--- src/rtl/i2c_m_bit_engine.sv ---
`default_nettype none
// ============================================================================
//  Module      : i2c_m_bit_engine
//  Description : I2C master bit engine. Generates START, 8 data bits MSB
//                first, the ACK slot and STOP on open-drain enables. All bus
//                timing is derived from one quarter-period counter.
//                Optional macro I2C_M_SLAVE_STRETCH_EN lets a slave stretch
//                SCL in every quarter where the master releases SCL.
//  Revision    : 1.0 - initial release
// ============================================================================
module i2c_m_bit_engine #(
    parameter int CLK_DIV = 67
) (
    input  logic       sys_clk_i,
    input  logic       rst_i,
    input  logic       start_req_i,
    input  logic       data_rdy_i,
    input  logic       stop_req_i,
    input  logic [7:0] wdata_i,
    output logic       scl_stretch_o,
    output logic       ack_ok_o,
    output logic       ack_ng_o,
    output logic       busy_o,
    input  logic       scl_i,
    input  logic       sda_i,
    output logic       scl_oe_o,
    output logic       sda_oe_o
);

    localparam logic [2:0] ST_IDLE   = 3'd0;
    localparam logic [2:0] ST_START  = 3'd1;
    localparam logic [2:0] ST_BIT    = 3'd2;
    localparam logic [2:0] ST_ACK    = 3'd3;
    localparam logic [2:0] ST_HOLD   = 3'd4;
    localparam logic [2:0] ST_STOP_A = 3'd5;
    localparam logic [2:0] ST_STOP_B = 3'd6;
    localparam logic [2:0] ST_STOP_C = 3'd7;

    localparam logic [7:0] C_QMAX = 8'(CLK_DIV - 1);

    logic [2:0] state_q, state_d;
    logic [7:0] qcnt_q,  qcnt_d;
    logic [1:0] qidx_q,  qidx_d;
    logic [2:0] bidx_q,  bidx_d;
    logic [7:0] shreg_q, shreg_d;
    logic       ackbit_q, ackbit_d;
    logic       ack_ok_q, ack_ok_d;
    logic       ack_ng_q, ack_ng_d;

    logic       w_rel_quarter;
    logic       w_hold;
    logic       w_tick;
    logic       w_timed;

    // Quarters in which the master lets SCL float high
    assign w_rel_quarter = (((state_q == ST_BIT) || (state_q == ST_ACK)) && (qidx_q == 2'd2))
                         || (state_q == ST_STOP_B);

`ifdef I2C_M_SLAVE_STRETCH_EN
    // A slave holding SCL low freezes the quarter before it starts
    assign w_hold = w_rel_quarter && (qcnt_q == 8'd0) && !scl_i;
`else
    logic w_unused_scl;
    assign w_unused_scl = scl_i & w_rel_quarter;
    assign w_hold       = 1'b0;
`endif

    assign w_tick  = (qcnt_q == C_QMAX) && !w_hold;
    assign w_timed = (state_q != ST_IDLE) && (state_q != ST_HOLD);

    // Next-state, counters, shift register and ACK pulse generation
    always_comb begin
        state_d  = state_q;
        qidx_d   = qidx_q;
        bidx_d   = bidx_q;
        shreg_d  = shreg_q;
        ackbit_d = ackbit_q;
        ack_ok_d = 1'b0;
        ack_ng_d = 1'b0;

        if (!w_timed || w_tick) begin
            qcnt_d = 8'd0;
        end else if (w_hold) begin
            qcnt_d = qcnt_q;
        end else begin
            qcnt_d = qcnt_q + 8'd1;
        end

        case (state_q)
            ST_IDLE: begin
                if (start_req_i) begin
                    state_d = ST_START;
                    shreg_d = wdata_i;
                    qidx_d  = 2'd0;
                end
            end
            ST_START: begin
                if (w_tick) begin
                    state_d = ST_BIT;
                    bidx_d  = 3'd7;
                    qidx_d  = 2'd0;
                end
            end
            ST_BIT: begin
                if (w_tick) begin
                    qidx_d = qidx_q + 2'd1;
                    if (qidx_q == 2'd3) begin
                        shreg_d = {shreg_q[6:0], 1'b0};
                        if (bidx_q == 3'd0) begin
                            state_d = ST_ACK;
                        end else begin
                            bidx_d = bidx_q - 3'd1;
                        end
                    end
                end
            end
            ST_ACK: begin
                if (w_tick) begin
                    qidx_d = qidx_q + 2'd1;
                    // Sample on the last cycle of the SCL-high quarter
                    if (qidx_q == 2'd2) begin
                        ackbit_d = sda_i;
                    end
                    if (qidx_q == 2'd3) begin
                        if (!ackbit_q) begin
                            state_d  = ST_HOLD;
                            ack_ok_d = 1'b1;
                        end else begin
                            state_d  = ST_STOP_A;
                            ack_ng_d = 1'b1;
                        end
                    end
                end
            end
            ST_HOLD: begin
                // STOP takes priority over a simultaneous data request
                if (stop_req_i) begin
                    state_d = ST_STOP_A;
                end else if (data_rdy_i) begin
                    state_d = ST_BIT;
                    shreg_d = wdata_i;
                    bidx_d  = 3'd7;
                    qidx_d  = 2'd0;
                end
            end
            ST_STOP_A: if (w_tick) state_d = ST_STOP_B;
            ST_STOP_B: if (w_tick) state_d = ST_STOP_C;
            ST_STOP_C: if (w_tick) state_d = ST_IDLE;
            default:   state_d = ST_IDLE;
        endcase
    end

    // State and datapath registers with synchronous reset
    always_ff @(posedge sys_clk_i) begin
        if (rst_i) begin
            state_q  <= ST_IDLE;
            qcnt_q   <= 8'd0;
            qidx_q   <= 2'd0;
            bidx_q   <= 3'd0;
            shreg_q  <= 8'h00;
            ackbit_q <= 1'b0;
            ack_ok_q <= 1'b0;
            ack_ng_q <= 1'b0;
        end else begin
            state_q  <= state_d;
            qcnt_q   <= qcnt_d;
            qidx_q   <= qidx_d;
            bidx_q   <= bidx_d;
            shreg_q  <= shreg_d;
            ackbit_q <= ackbit_d;
            ack_ok_q <= ack_ok_d;
            ack_ng_q <= ack_ng_d;
        end
    end

    // Line drive decoded from state; SDA drives low for a 0 bit
    always_comb begin
        scl_oe_o = 1'b0;
        sda_oe_o = 1'b0;
        case (state_q)
            ST_START:  begin scl_oe_o = 1'b0;             sda_oe_o = 1'b1;        end
            ST_BIT:    begin scl_oe_o = (qidx_q < 2'd2);  sda_oe_o = ~shreg_q[7]; end
            ST_ACK:    begin scl_oe_o = (qidx_q < 2'd2);  sda_oe_o = 1'b0;        end
            ST_HOLD:   begin scl_oe_o = 1'b1;             sda_oe_o = 1'b1;        end
            ST_STOP_A: begin scl_oe_o = 1'b1;             sda_oe_o = 1'b1;        end
            ST_STOP_B: begin scl_oe_o = 1'b0;             sda_oe_o = 1'b1;        end
            default:   begin scl_oe_o = 1'b0;             sda_oe_o = 1'b0;        end
        endcase
    end

    assign busy_o        = (state_q != ST_IDLE);
    assign scl_stretch_o = (state_q == ST_HOLD);
    assign ack_ok_o      = ack_ok_q;
    assign ack_ng_o      = ack_ng_q;

endmodule
`default_nettype wire

--- config.mk ---
export PLATFORM = sky130hd
export DESIGN_NAME = i2c_m_bit_engine
export DESIGN_NICKNAME = d
export VERILOG_FILES = /design/src/rtl/i2c_m_bit_engine.sv
export SDC_FILE = /design/constraint.sdc
export NUM_CORES = 1
export LEC_CHECK = 0
export ABC_AREA = 1
export CORE_MARGIN = 2
export CORE_UTILIZATION = 48
export DETAILED_ROUTE_END_ITERATION = 10
export DONT_BUFFER_PORTS = 1
export PLACE_DENSITY_LB_ADDON = 0.2
export SYNTH_ARGS = -nofsm -noshare
export SYNTH_HDL_FRONTEND = slang
export SYNTH_SLANG_ARGS = --single-unit
--- constraint.sdc ---
create_clock -name sys_clk_i -period 1.9 [get_ports sys_clk_i]
set_clock_uncertainty 0.2 [all_clocks]
set_input_delay 0.285 -clock sys_clk_i [delete_from_list [all_inputs] [get_ports sys_clk_i]]
set_output_delay 0.285 -clock sys_clk_i [all_outputs]
set_load 0.02 [all_outputs]
Word-level counts from Yosys, hierarchy flattened
Cells that the tools add are included.
- flip-flop bits (word level): 27
- bits of input ports: 15
- output and inout port bits: 6
- word-level logic and storage cells: 97
- add/sub/neg operators: 3
- order comparisons: 1
- equal/unequal tests: 26
- mux-type cells: 36
- bitwise operators: 4
- reduce and logical (&&, ||, !) cells: 19
- operators by type and width (kind ; number):
    3-bit two-way mux ; 17
    8-bit two-way mux ; 5
    3-bit case mux with 8 select lines ; 1
    8-bit case mux with 3 select lines ; 1
    2-bit inequality test (second input constant) ; 10
    3-bit == test (second input constant) ; 4
    6-bit AND reduction ; 2
    11-bit AND reduction ; 1
    2-bit two-way mux ; 5
    3-bit case mux with 3 select lines ; 1
    3-bit nonzero test ; 3
    8-bit by 1-bit adder with 8-bit output (second input constant) ; 1
    8-bit by 7-bit == test with 1-bit output (second input constant) ; 1
    2-bit by 1-bit inequality test with 1-bit output (second input constant) ; 4
    2-bit case mux with 4 select lines ; 1
    4-bit OR reduction ; 2
    7-bit AND reduction ; 1
    3-bit by 2-bit == test with 1-bit output (second input constant) ; 2
    3-bit zero test ; 2
    3-bit inequality test (second input constant) ; 2
    2-bit OR reduction ; 3
    2-bit == test (second input constant) ; 2
    1-bit inverter ; 4
    1-bit case mux with 2 select lines ; 2
    10 further kinds ; 12

Logic depth before layout (Yosys ltp)
Gate-level depths: netlist of run 1.
- depth after elaboration: 5
- depth in mapped cells: 10
- gate-level depth less buffers: 10

Worst setup path before layout of run 1
No wires, ideal clock.
- path kind: reg2out
- start point: reg state_q[2]
- end point: out scl_oe_o
- arrival time: 1092 ps
- required time: 1415 ps
- setup slack: 323 ps
- cell stages (with the launch flop): 5
- path buffers: 1
- cell sequence: dfxtp_1 > buf_4 > inv_2 > nand2_1 > o21ai_0
- cells in the longest elaborated chain, start to end: 3
- elaborated cells on any way between the ends: 7
- classes of those cells: 4 x eq/ne; 1 x mux; 2 x reduce/logical
- RTL lines (element ; line ; RTL):
    from (decl) ; 41 ; logic [2:0] state_q, state_d;
    from (signal assigned) ; 165 ; state_q <= state_d;
    3-bit == test or 3-bit by 2-bit == test with 1-bit output (tied branches) ; 180 ; case (state_q)
    2-bit OR reduction (no line) ; n/a ;
    1-bit case mux with 2 select lines * ; 180 ;
    to (decl) ; 26 ; output logic scl_oe_o,
Mark *: on every way between the ends. The rest lies on a longest branch, timed or not.

Worst setup path after layout of run 1
Ends and elaborated chain as after synthesis.

==> out/qor.yml, run 1 <==
status:
  status: "complete, no violations"
routing:
  num_vias: 1381
  dr.pass1.iters: 5
  finalWirelength_um: 2894
  drc: 0
  drt_iter0_drc: 94
  postRouteAntennaNets: 0
  wl_per_cell_um: 10.08
  drt-vias-per-instance: 4.812
yosys:
  yosys_warnings: 0
  ys_seq_area_share_pct: 34.45
  synth_cells: 233
  synthArstFlopShare_pct: 0
  synth-edff-count: 0
  synth.cell_area_um2: 1569
  ys_seq_elements: 27
  ys_types: 28
  yosys-top-cells-area: "dfxtp_1, nand2_1, nor2_1"
  yosys_most_used_dff: "dfxtp_1"
  syn_nets: 254
  syn_area_per_cell_um2: 6.734
  synth_top_area_share_pct: 34.45
  synth_top_cell_by_area: "dfxtp_1"
final_layout:
  drive_above_1_share_pct: 14.40
  finalInstanceArea_um2: 1702
  fin_nets: 265
  multi_input_area_um2: 895.9
  final.fill_count: 320
  seq_area_um2: 543.0
  diodes: 0
  final_cell_mix: "nand2_1, nor2_1, dfxtp_1, inv_1, nand3_1"
  final_common_cell: "nand2_1"
  syn_to_final_growth_pct: 8.453
worst_hold_path:
  holdPathStages: 4
  worstHoldStart: "wdata_i[1]"
  whs_endpoint: "shreg_q[1]"
  worstHoldPathType: "input port to flop"
cts:
  htreeDepth: 1
  clockBufferDepth: 2
  cts_sinks: 27
  clk_latency_ns: 0.32
  path_clk_slew_ns: 0.14
  cts_buffers: 3
  cts_tree: "yes"
  root_buffer: "clkbuf_4"
global_route:
  gr-usage-met2_pct: 25.84
  grt_antenna_before_repair: 0
  grt.total_usage_pct: 16.81
  gr-usage-met1_pct: 22.55
  busiest_layer: "met2"
  grt_first_pass_wirelength_um: 4809
  overflow: 0
  grt_use_met3_pct: 2.941
  grt_pass1_vias: 1128
  grt_max_degree: 16
sta:
  clock.fmax_mhz: 550.3
  tightest_slew_ns: 0.3694
  min_period_ns: 1.817
  finalSetupViolCount: 0
  finalHoldViolations: 0
  drv_slew: 0
  period_share_pct: 95.64
  slew_headroom_pct: 75.30
  grt_setup_unrepaired: "true"
floorplanning:
  die_h_um: 61.18
  dieArea_um2: 3742
  initial_core_util_pct: 50.98
  io_pins: 21
  std_cell_rows: 20
  die_w_um: 61.18
  core_area_um2: 3078
setup_path:
  worst-setup-path-type: "flop to primary output"
  cp-start-kind: "flop"
  end_kind: "primary output"
  slowest_delay_ns: 0.36
  rr_worst_depth: 7
  cp_max_fo: 10
  ff2ff_setup_slack_ns: 0.16
  timing.rr.end: "qcnt_q[4]"
  cp_data_required_time_ns: 1.41
  crit_slowest_cell: "dfxtp_2"
  path_cells: "buf_4, inv_2, nand2_1, o21ai_1, buf_4"
  cpMostUsedCell: "buf_4"
  cp.arrival_ns: 1.33
  reg2reg_from: "qcnt_q[0]"
power_and_ir_drop:
  power.total_mw: 2.478
  leakage_nw: 0.8021
  vdd_ir_drop_max_mv: 0.5693
  pwr_density_cell_nw_per_um2: 1456
place:
  gp_congestion: 0.8298
  hpwl_um: 2139
  dpl_cell_area_um2: 1635
  io_buffers: 0
flow_run:
  maxCapViolations: 0
## layout make-up
cell class                 instances  area share, %
multi-input combinational        177          52.65
clock buffer                       4          1.544
tap                               44          3.235
timing repair buffer              10          4.853
inverter                          25          5.809
sequential                        27          31.91
## flip-flops by register name, summed over array words and instances (netlist names)
signal	count
ack_ng_o	1
ack_ok_o	1
ackbit_q	1
bidx_q	3
qcnt_q	8
qidx_q	2
shreg_q	8
state_q	3
## per-stage QoR
stage                      TNS [ns]  util (%)  setup WS, ns  hold slack, ns  instances
after CTS                         0     54.96       0.05200        0.004961        286
after floorplan                   0         -        0.3233          0.1541        233
final                             0     55.28       0.08283        0.009143        287
after global routing      -0.009078     55.28     -0.009078         0.03121        287
after global placement            0     53.13        0.2024          0.1552        279
after detailed placement          0     53.13        0.1912          0.1570        279
## logic make-up (layout without fill, tap and decap cells)
group | Yosys count | in the layout | synth area share (%)
AO/OA/AOI/OAI | 21 | 21 | 7.097
XOR/XNOR | 4 | 4 | 2.233
adder cells (fa/ha/maj) | 6 | 6 | 4.785
buffers and inverters | 29 | 39 | 8.452
flip-flops | 27 | 27 | 34.45
AND/OR/NAND/NOR | 146 | 146 | 42.98
## Yosys cell counts, types with 2 or more instances
| cell | n |
|---|---|
| ha_1 | 6 |
| nand3_1 | 17 |
| inv_1 | 20 |
| nand4_1 | 4 |
| nand2_2 | 3 |
| nor3_1 | 2 |
| buf_4 | 3 |
| nand2_4 | 4 |
| inv_2 | 4 |
| nor2_1 | 40 |
| nand2_1 | 66 |
| xor2_1 | 3 |
| o21ai_0 | 9 |
| or2_2 | 2 |
| nor2_2 | 3 |
| a21oi_1 | 9 |
| dfxtp_1 | 27 |
## power breakdown
group / internal [mW] / switching [mW]
logic: 0.500 / 0.896
clock network: 0.0822 / 0.166
registers: 0.719 / 0.115
## worst max path at each step
stage	startpoint	cells past startpoint	end	slack (ns)
2_1_floorplan	state_q[2]	4	scl_oe_o	0.32
3_3_place_gp	qcnt_q[0]	7	qcnt_q[4]	0.20
3_5_place_dp	qcnt_q[0]	7	qcnt_q[4]	0.19
4_1_cts	state_q[2]	5	scl_oe_o	0.05
5_1_grt	state_q[2]	5	scl_oe_o	-0.009
6_report	state_q[2]	5	scl_oe_o	0.08
## critical path, delay by kind of cell (launching register included)
kind                   cells  cell delay (ns)
AO/OA/AOI/OAI              1             0.16
AND/OR/NAND/NOR            1             0.08
buffers and inverters      3             0.40
flip-flops                 1             0.36
## layer usage
layer,share of wire [%],vias up
met5,0,-
met4,2.2,0
met3,3.2,6
met2,44,20
met1,51,597
li1,-,758
## timing repair
action,4_1_cts,5_1_grt
setup endpoints to repair,1,2
resized for setup,1,2
hold buffers,3,0
endpoints found under the hold margin,4,0
pin swaps,0,1
setup buffers,0,1
No activity file was read; power rests on OpenSTA's default activity.
==> inputs of run 2 (changes only) <==
CORE_UTILIZATION = 40   (was 48)
==> run 2 against run 1 <==
  * Setup slack improved by 0.020 ns
  * Die area grew 19%
  * Combinational power about the same
  * Critical path depth did not move
==> out/qor.yml, run 2 (synthesized netlist as in run 1, its figures left out) <==
status:
  status: "complete, no violations"  # unchanged
sta:
  clock.fmax_mhz: 556.6  # was 550.3 MHz
  fin_setup_tns_ns: 0  # unchanged
  tightest_slew_ns: 0.3494  # was 0.3694 ns
  finalSetupViolCount: 0  # unchanged
  finalHoldViolations: 0  # unchanged
  slew_headroom_pct: 76.64  # was 75.30%
  drv_slew: 0  # unchanged
  period_share_pct: 94.56  # was 95.64%
  grt_setup_unrepaired: "false"  # was true
  min_period_ns: 1.797  # was 1.817 ns
cts:
  clk_latency_ns: 0.27  # was 0.32 ns
  clockBufferDepth: 2  # unchanged
  cts_buffers: 3  # unchanged
  cts_tree: "yes"  # unchanged
  htreeDepth: 1  # unchanged
  cts_sinks: 27  # unchanged
  root_buffer: "clkbuf_8"  # was clkbuf_4
  path_clk_slew_ns: 0.10  # was 0.14 ns
place:
  io_buffers: 0  # unchanged
  hpwl_um: 2249  # was 2139 µm
  gp_congestion: 0.8356  # was 0.8298
  dpl_cell_area_um2: 1633  # was 1635 µm²
floorplanning:
  std_cell_rows: 22  # was 20
  die_w_um: 66.63  # was 61.18 µm
  die_h_um: 66.63  # was 61.18 µm
  dieArea_um2: 4440  # was 3742 µm²
  io_pins: 21  # unchanged
  core_area_um2: 3716  # was 3078 µm²
  initial_core_util_pct: 42.22  # was 50.98%
routing:
  drc: 0  # unchanged
  postRouteAntennaNets: 0  # unchanged
  finalWirelength_um: 2979  # was 2894 µm
  dr.pass1.iters: 4  # was 5
  drt-vias-per-instance: 4.641  # was 4.812
  num_vias: 1346  # was 1381
  drt_iter0_drc: 59  # was 94
  wl_per_cell_um: 10.27  # was 10.08 µm
final_layout:
  final_common_cell: "nand2_1"  # unchanged
  final_cell_mix: "nand2_1, nor2_1, dfxtp_1, inv_1, nand3_1"  # unchanged
  diodes: 0  # unchanged
  reg_top3: "qcnt_q x8, shreg_q x8"  # unchanged
  final.fill_count: 428  # was 320
  syn_to_final_growth_pct: 9.569  # was 8.453%
  fin_nets: 264  # was 265
  finalInstanceArea_um2: 1719  # was 1702 µm²
  drive_above_1_share_pct: 13.64  # was 14.40%
global_route:
  busiest_layer: "met2"  # unchanged
  gr-usage-met2_pct: 22.75  # was 25.84%
  overflow: 0  # unchanged
  grt_first_pass_wirelength_um: 5175  # was 4809 µm
  grt_use_met3_pct: 3.885  # was 2.941%
  grt.total_usage_pct: 15.02  # was 16.81%
  grt_pass1_vias: 1213  # was 1128
  grt_max_degree: 17  # was 16
  grt_antenna_before_repair: 0  # unchanged
  gr-usage-met1_pct: 20.79  # was 22.55%
worst_hold_path:
  worstHoldPathType: "input port to flop"  # unchanged
  holdPathStages: 4  # unchanged
power_and_ir_drop:
  vdd_ir_drop_max_mv: 0.7582  # was 0.5693 mV
  pwr_density_cell_nw_per_um2: 1470  # was 1456 nW/µm²
  power.total_mw: 2.527  # was 2.478 mW
  leakage_nw: 0.8037  # was 0.8021 nW
setup_path:
  cp.arrival_ns: 1.31  # was 1.33 ns
  ff2ff_setup_slack_ns: 0.23  # was 0.16 ns
  cp_data_required_time_ns: 1.41  # about the same
  worst-setup-path-type: "flop to primary output"  # unchanged
  cp-start-kind: "flop"  # unchanged
  end_kind: "primary output"  # unchanged
  cp_max_fo: 10  # unchanged
  rr_worst_depth: 10  # was 7
flow_run:
  maxCapViolations: 0  # unchanged
run 2: worst paths after layout:
check / from / endpoint
worst max-delay path: state_q[2] / scl_oe_o
worst min-delay path: wdata_i[1] / shreg_q[1]
worst max register to register: qcnt_q[0] / bidx_q[0]
worst min register to register: ackbit_q / ack_ok_o
run 2: worst max-delay path, stage by stage (launching register included):
cell	delay, ns
dfxtp_1	0.35
buf_4	0.19
inv_2	0.07
nand2_1	0.09
o21ai_1	0.17
buf_4	0.17
run 2: what timing repair did:
item                                    in CTS  in global routing
endpoints found under the setup margin       0                  3
buffers inserted                             0                  1
endpoints found under the hold margin        4                  0
hold buffers                                 3                  0
resized for setup                            0                  1
run 2: where the power goes:
part | total (mW) | leakage, nW | internal (mW) | switching [mW]
registers | 0.831 | 0.221 | 0.717 | 0.114
clock network | 0.331 | 0.0217 | 0.149 | 0.182
logic | 1.37 | 0.561 | 0.475 | 0.891
run 2: per-layer routing:
| metal | vias to the layer above | part of all wire, % |
|---|---|---|
| li1 | 752 | - |
| met1 | 573 | 53 |
| met2 | 19 | 42 |
| met3 | 2 | 4.3 |
| met4 | 0 | 0.70 |
| met5 | - | 0 |
run 2: final cells by class:
cell class	count	area, µm²	area share (%)
Clock buffer	3	41.29	2.402
Clock inverter	1	7.507	0.4367
Inverter	25	98.84	5.750
Multi-Input combinational cell	177	895.9	52.11
Sequential cell	27	540.5	31.44
Tap cell	48	60.06	3.493
Timing Repair Buffer	9	75.07	4.367
run 2: stage by stage:
stage | worst slack (ns) | util, % | std cells | hold slack (ns)
2_1_floorplan | 0.3233 | - | 233 | 0.1541
5_1_grt | 0.005441 | 46.26 | 290 | 0.1041
4_1_cts | 0.04368 | 46.06 | 289 | 0.06217
3_5_place_dp | 0.1880 | 43.94 | 282 | 0.1587
6_report | 0.1033 | 46.26 | 290 | 0.06340
3_3_place_gp | 0.2123 | 43.94 | 282 | 0.1558
==> inputs of run 3 (changes only) <==
CORE_MARGIN = unset   (was 2)
==> run 3 against run 2 <==
  * Flip-flop and latch count stayed put
  * Cell count is 0.34% lower
  * Sequential share of layout area is 0.069 points higher
  * Critical path depth is 2 lower
  * Sequential power hardly changed
  * Clock power hardly changed
  * Non-clock buffer count is 1 lower
  * Register-to-register slack hardly changed
  * First-iteration DRC count is 12% lower
  * Global-route usage is 1.1 points higher
  * Total power is 0.79% higher
  * Critical path type unchanged
  * Largest power group unchanged
==> out/qor.yml, run 3 (synthesized netlist as in run 1, its figures left out) <==
sta:
  clock.fmax_mhz: 558.1  # was 556.6 MHz
  drv_slew: 0  # unchanged
  tightest_slew_ns: 0.3379  # was 0.3494 ns
  min_period_ns: 1.792  # was 1.797 ns
  fin_setup_tns_ns: 0  # unchanged
  grt_setup_unrepaired: "false"  # unchanged
  slew_headroom_pct: 77.41  # was 76.64%
  finalHoldViolations: 0  # unchanged
  finalSetupViolCount: 0  # unchanged
  period_share_pct: 94.30  # was 94.56%
global_route:
  grt_antenna_before_repair: 0  # unchanged
  grt_pass1_vias: 1269  # was 1213
  grt_first_pass_wirelength_um: 5333  # was 5175 µm
  overflow: 0  # unchanged
  grt.total_usage_pct: 16.15  # was 15.02%
  grt_max_degree: 17  # unchanged
cts:
  clockBufferDepth: 2  # unchanged
  cts_buffers: 3  # unchanged
  cts_sinks: 27  # unchanged
  root_buffer: "clkbuf_8"  # unchanged
  cts_tree: "yes"  # unchanged
  clk_latency_ns: 0.28  # was 0.27 ns
  htreeDepth: 1  # unchanged
  path_clk_slew_ns: 0.10  # about the same
place:
  gp_congestion: 0.8305  # was 0.8356
  hpwl_um: 2276  # was 2249 µm
  dp_cells: 282  # unchanged
  io_buffers: 0  # unchanged
setup_path:
  cp-start-kind: "flop"  # unchanged
  cp_data_required_time_ns: 1.41  # about the same
  cp_max_fo: 8  # was 10
  cp.arrival_ns: 1.31  # about the same
  end_kind: "primary output"  # unchanged
  worst-setup-path-type: "flop to primary output"  # unchanged
routing:
  postRouteAntennaNets: 0  # unchanged
  finalWirelength_um: 3009  # was 2979 µm
  wl_per_cell_um: 10.41  # was 10.27 µm
  drt-vias-per-instance: 4.699  # was 4.641
  num_vias: 1358  # was 1346
  drc: 0  # unchanged
  drt_iter0_drc: 52  # was 59
  dr.pass1.iters: 4  # unchanged
power_and_ir_drop:
  vdd_ir_drop_max_mv: 0.6621  # was 0.7582 mV
  leakage_nw: 0.8012  # was 0.8037 nW
  pwr_density_cell_nw_per_um2: 1485  # was 1470 nW/µm²
final_layout:
  final_cell_mix: "nand2_1, nor2_1, dfxtp_1, inv_1, nand3_1"  # unchanged
  final.fill_count: 410  # was 428
  reg_top3: "qcnt_q x8, shreg_q x8"  # unchanged
  drive_above_1_share_pct: 13.69  # was 13.64%
  diodes: 0  # unchanged
  final_common_cell: "nand2_1"  # unchanged
  instances_no_fill: 289  # was 290
  syn_to_final_growth_pct: 9.330  # was 9.569%
  fin_nets: 263  # was 264
worst_hold_path:
  worstHoldPathType: "input port to flop"  # unchanged
floorplanning:
  dieArea_um2: 4177  # was 4440 µm²
  die_w_um: 64.63  # was 66.63 µm
  die_h_um: 64.63  # was 66.63 µm
  core_area_um2: 3716  # unchanged
  initial_core_util_pct: 42.22  # unchanged
  std_cell_rows: 22  # unchanged
  io_pins: 21  # unchanged
status:
  status: "complete, no violations"  # unchanged
flow_run:
  maxCapViolations: 0  # unchanged
-- run 3: changes by cell type in the layout (fill, tap and decap cells not counted), sizes merged --
cell,change
buf,-1
-- run 3: path summary, 6_finish.rpt --
| check | start | endpoint | slack, ns | cells past startpoint |
|---|---|---|---|---|
| setup reg to reg | qcnt_q[0] | qcnt_q[4] | 0.23 | 7 |
| setup / recovery | state_q[0] | sda_oe_o | 0.11 | 3 |
| hold / removal | wdata_i[1] | shreg_q[1] | 0.06 | 4 |
| hold reg to reg | ackbit_q | ack_ok_o | 0.25 | 1 |
-- run 3: cell type report --
cell class                      count  area [µm²]  share of cell area (%)
Clock buffer                        3       41.29                   2.407
Clock inverter                      1       7.507                  0.4376
Inverter                           25       98.84                   5.762
Multi-Input combinational cell    177       899.6                   52.44
Sequential cell                    27       540.5                   31.51
Tap cell                           48       60.06                   3.501
Timing Repair Buffer                8       67.56                   3.939
-- run 3: timing repair --
item | CTS | global route
hold buffers | 3 | 0
setup endpoints to repair | 0 | 1
hold endpoints to repair | 4 | 0
setup buffers | 0 | 0
gates resized for setup | 0 | 2
-- run 3: through the flow --
stage / hold WS, ns / setup slack, ns / util, % / instance area [µm²] / power [mW]
floorplan: 0.1541 / 0.3233 / - / 1569 / 1.975
global placement: 0.1560 / 0.2088 / 43.94 / 1633 / 2.211
detailed placement: 0.1590 / 0.2188 / 43.94 / 1633 / 2.221
CTS: 0.05872 / 0.03826 / 46.06 / 1712 / 2.577
global route: 0.09433 / 0.01281 / 46.16 / 1715 / 2.819
finish: 0.06380 / 0.1083 / 46.16 / 1715 / 2.548
-- run 3: worst max-delay path, stage by stage, from the launching register on --
cell and delay [ns]:
dfxtp_1 0.41, nor2_4 0.25, inv_1 0.09, o21a_1 0.27
-- run 3: routing by layer --
| metal | GRT usage [%] | vias up | part of all wire (%) |
|---|---|---|---|
| met3 | 3.697 | 2 | 2.8 |
| li1 | - | 749 | - |
| met5 | 0 | - | 0 |
| met1 | 20.74 | 584 | 53 |
| met2 | 26.58 | 23 | 44 |
| met4 | 5.000 | 0 | 0.70 |
-- run 3: power by group --
| group | internal, mW | leakage [nW] | switching (mW) |
|---|---|---|---|
| combinational | 0.479 | 0.559 | 0.900 |
| clock | 0.149 | 0.0217 | 0.185 |
| sequential | 0.717 | 0.221 | 0.117 |
| total | 1.35 | 0.801 | 1.20 |
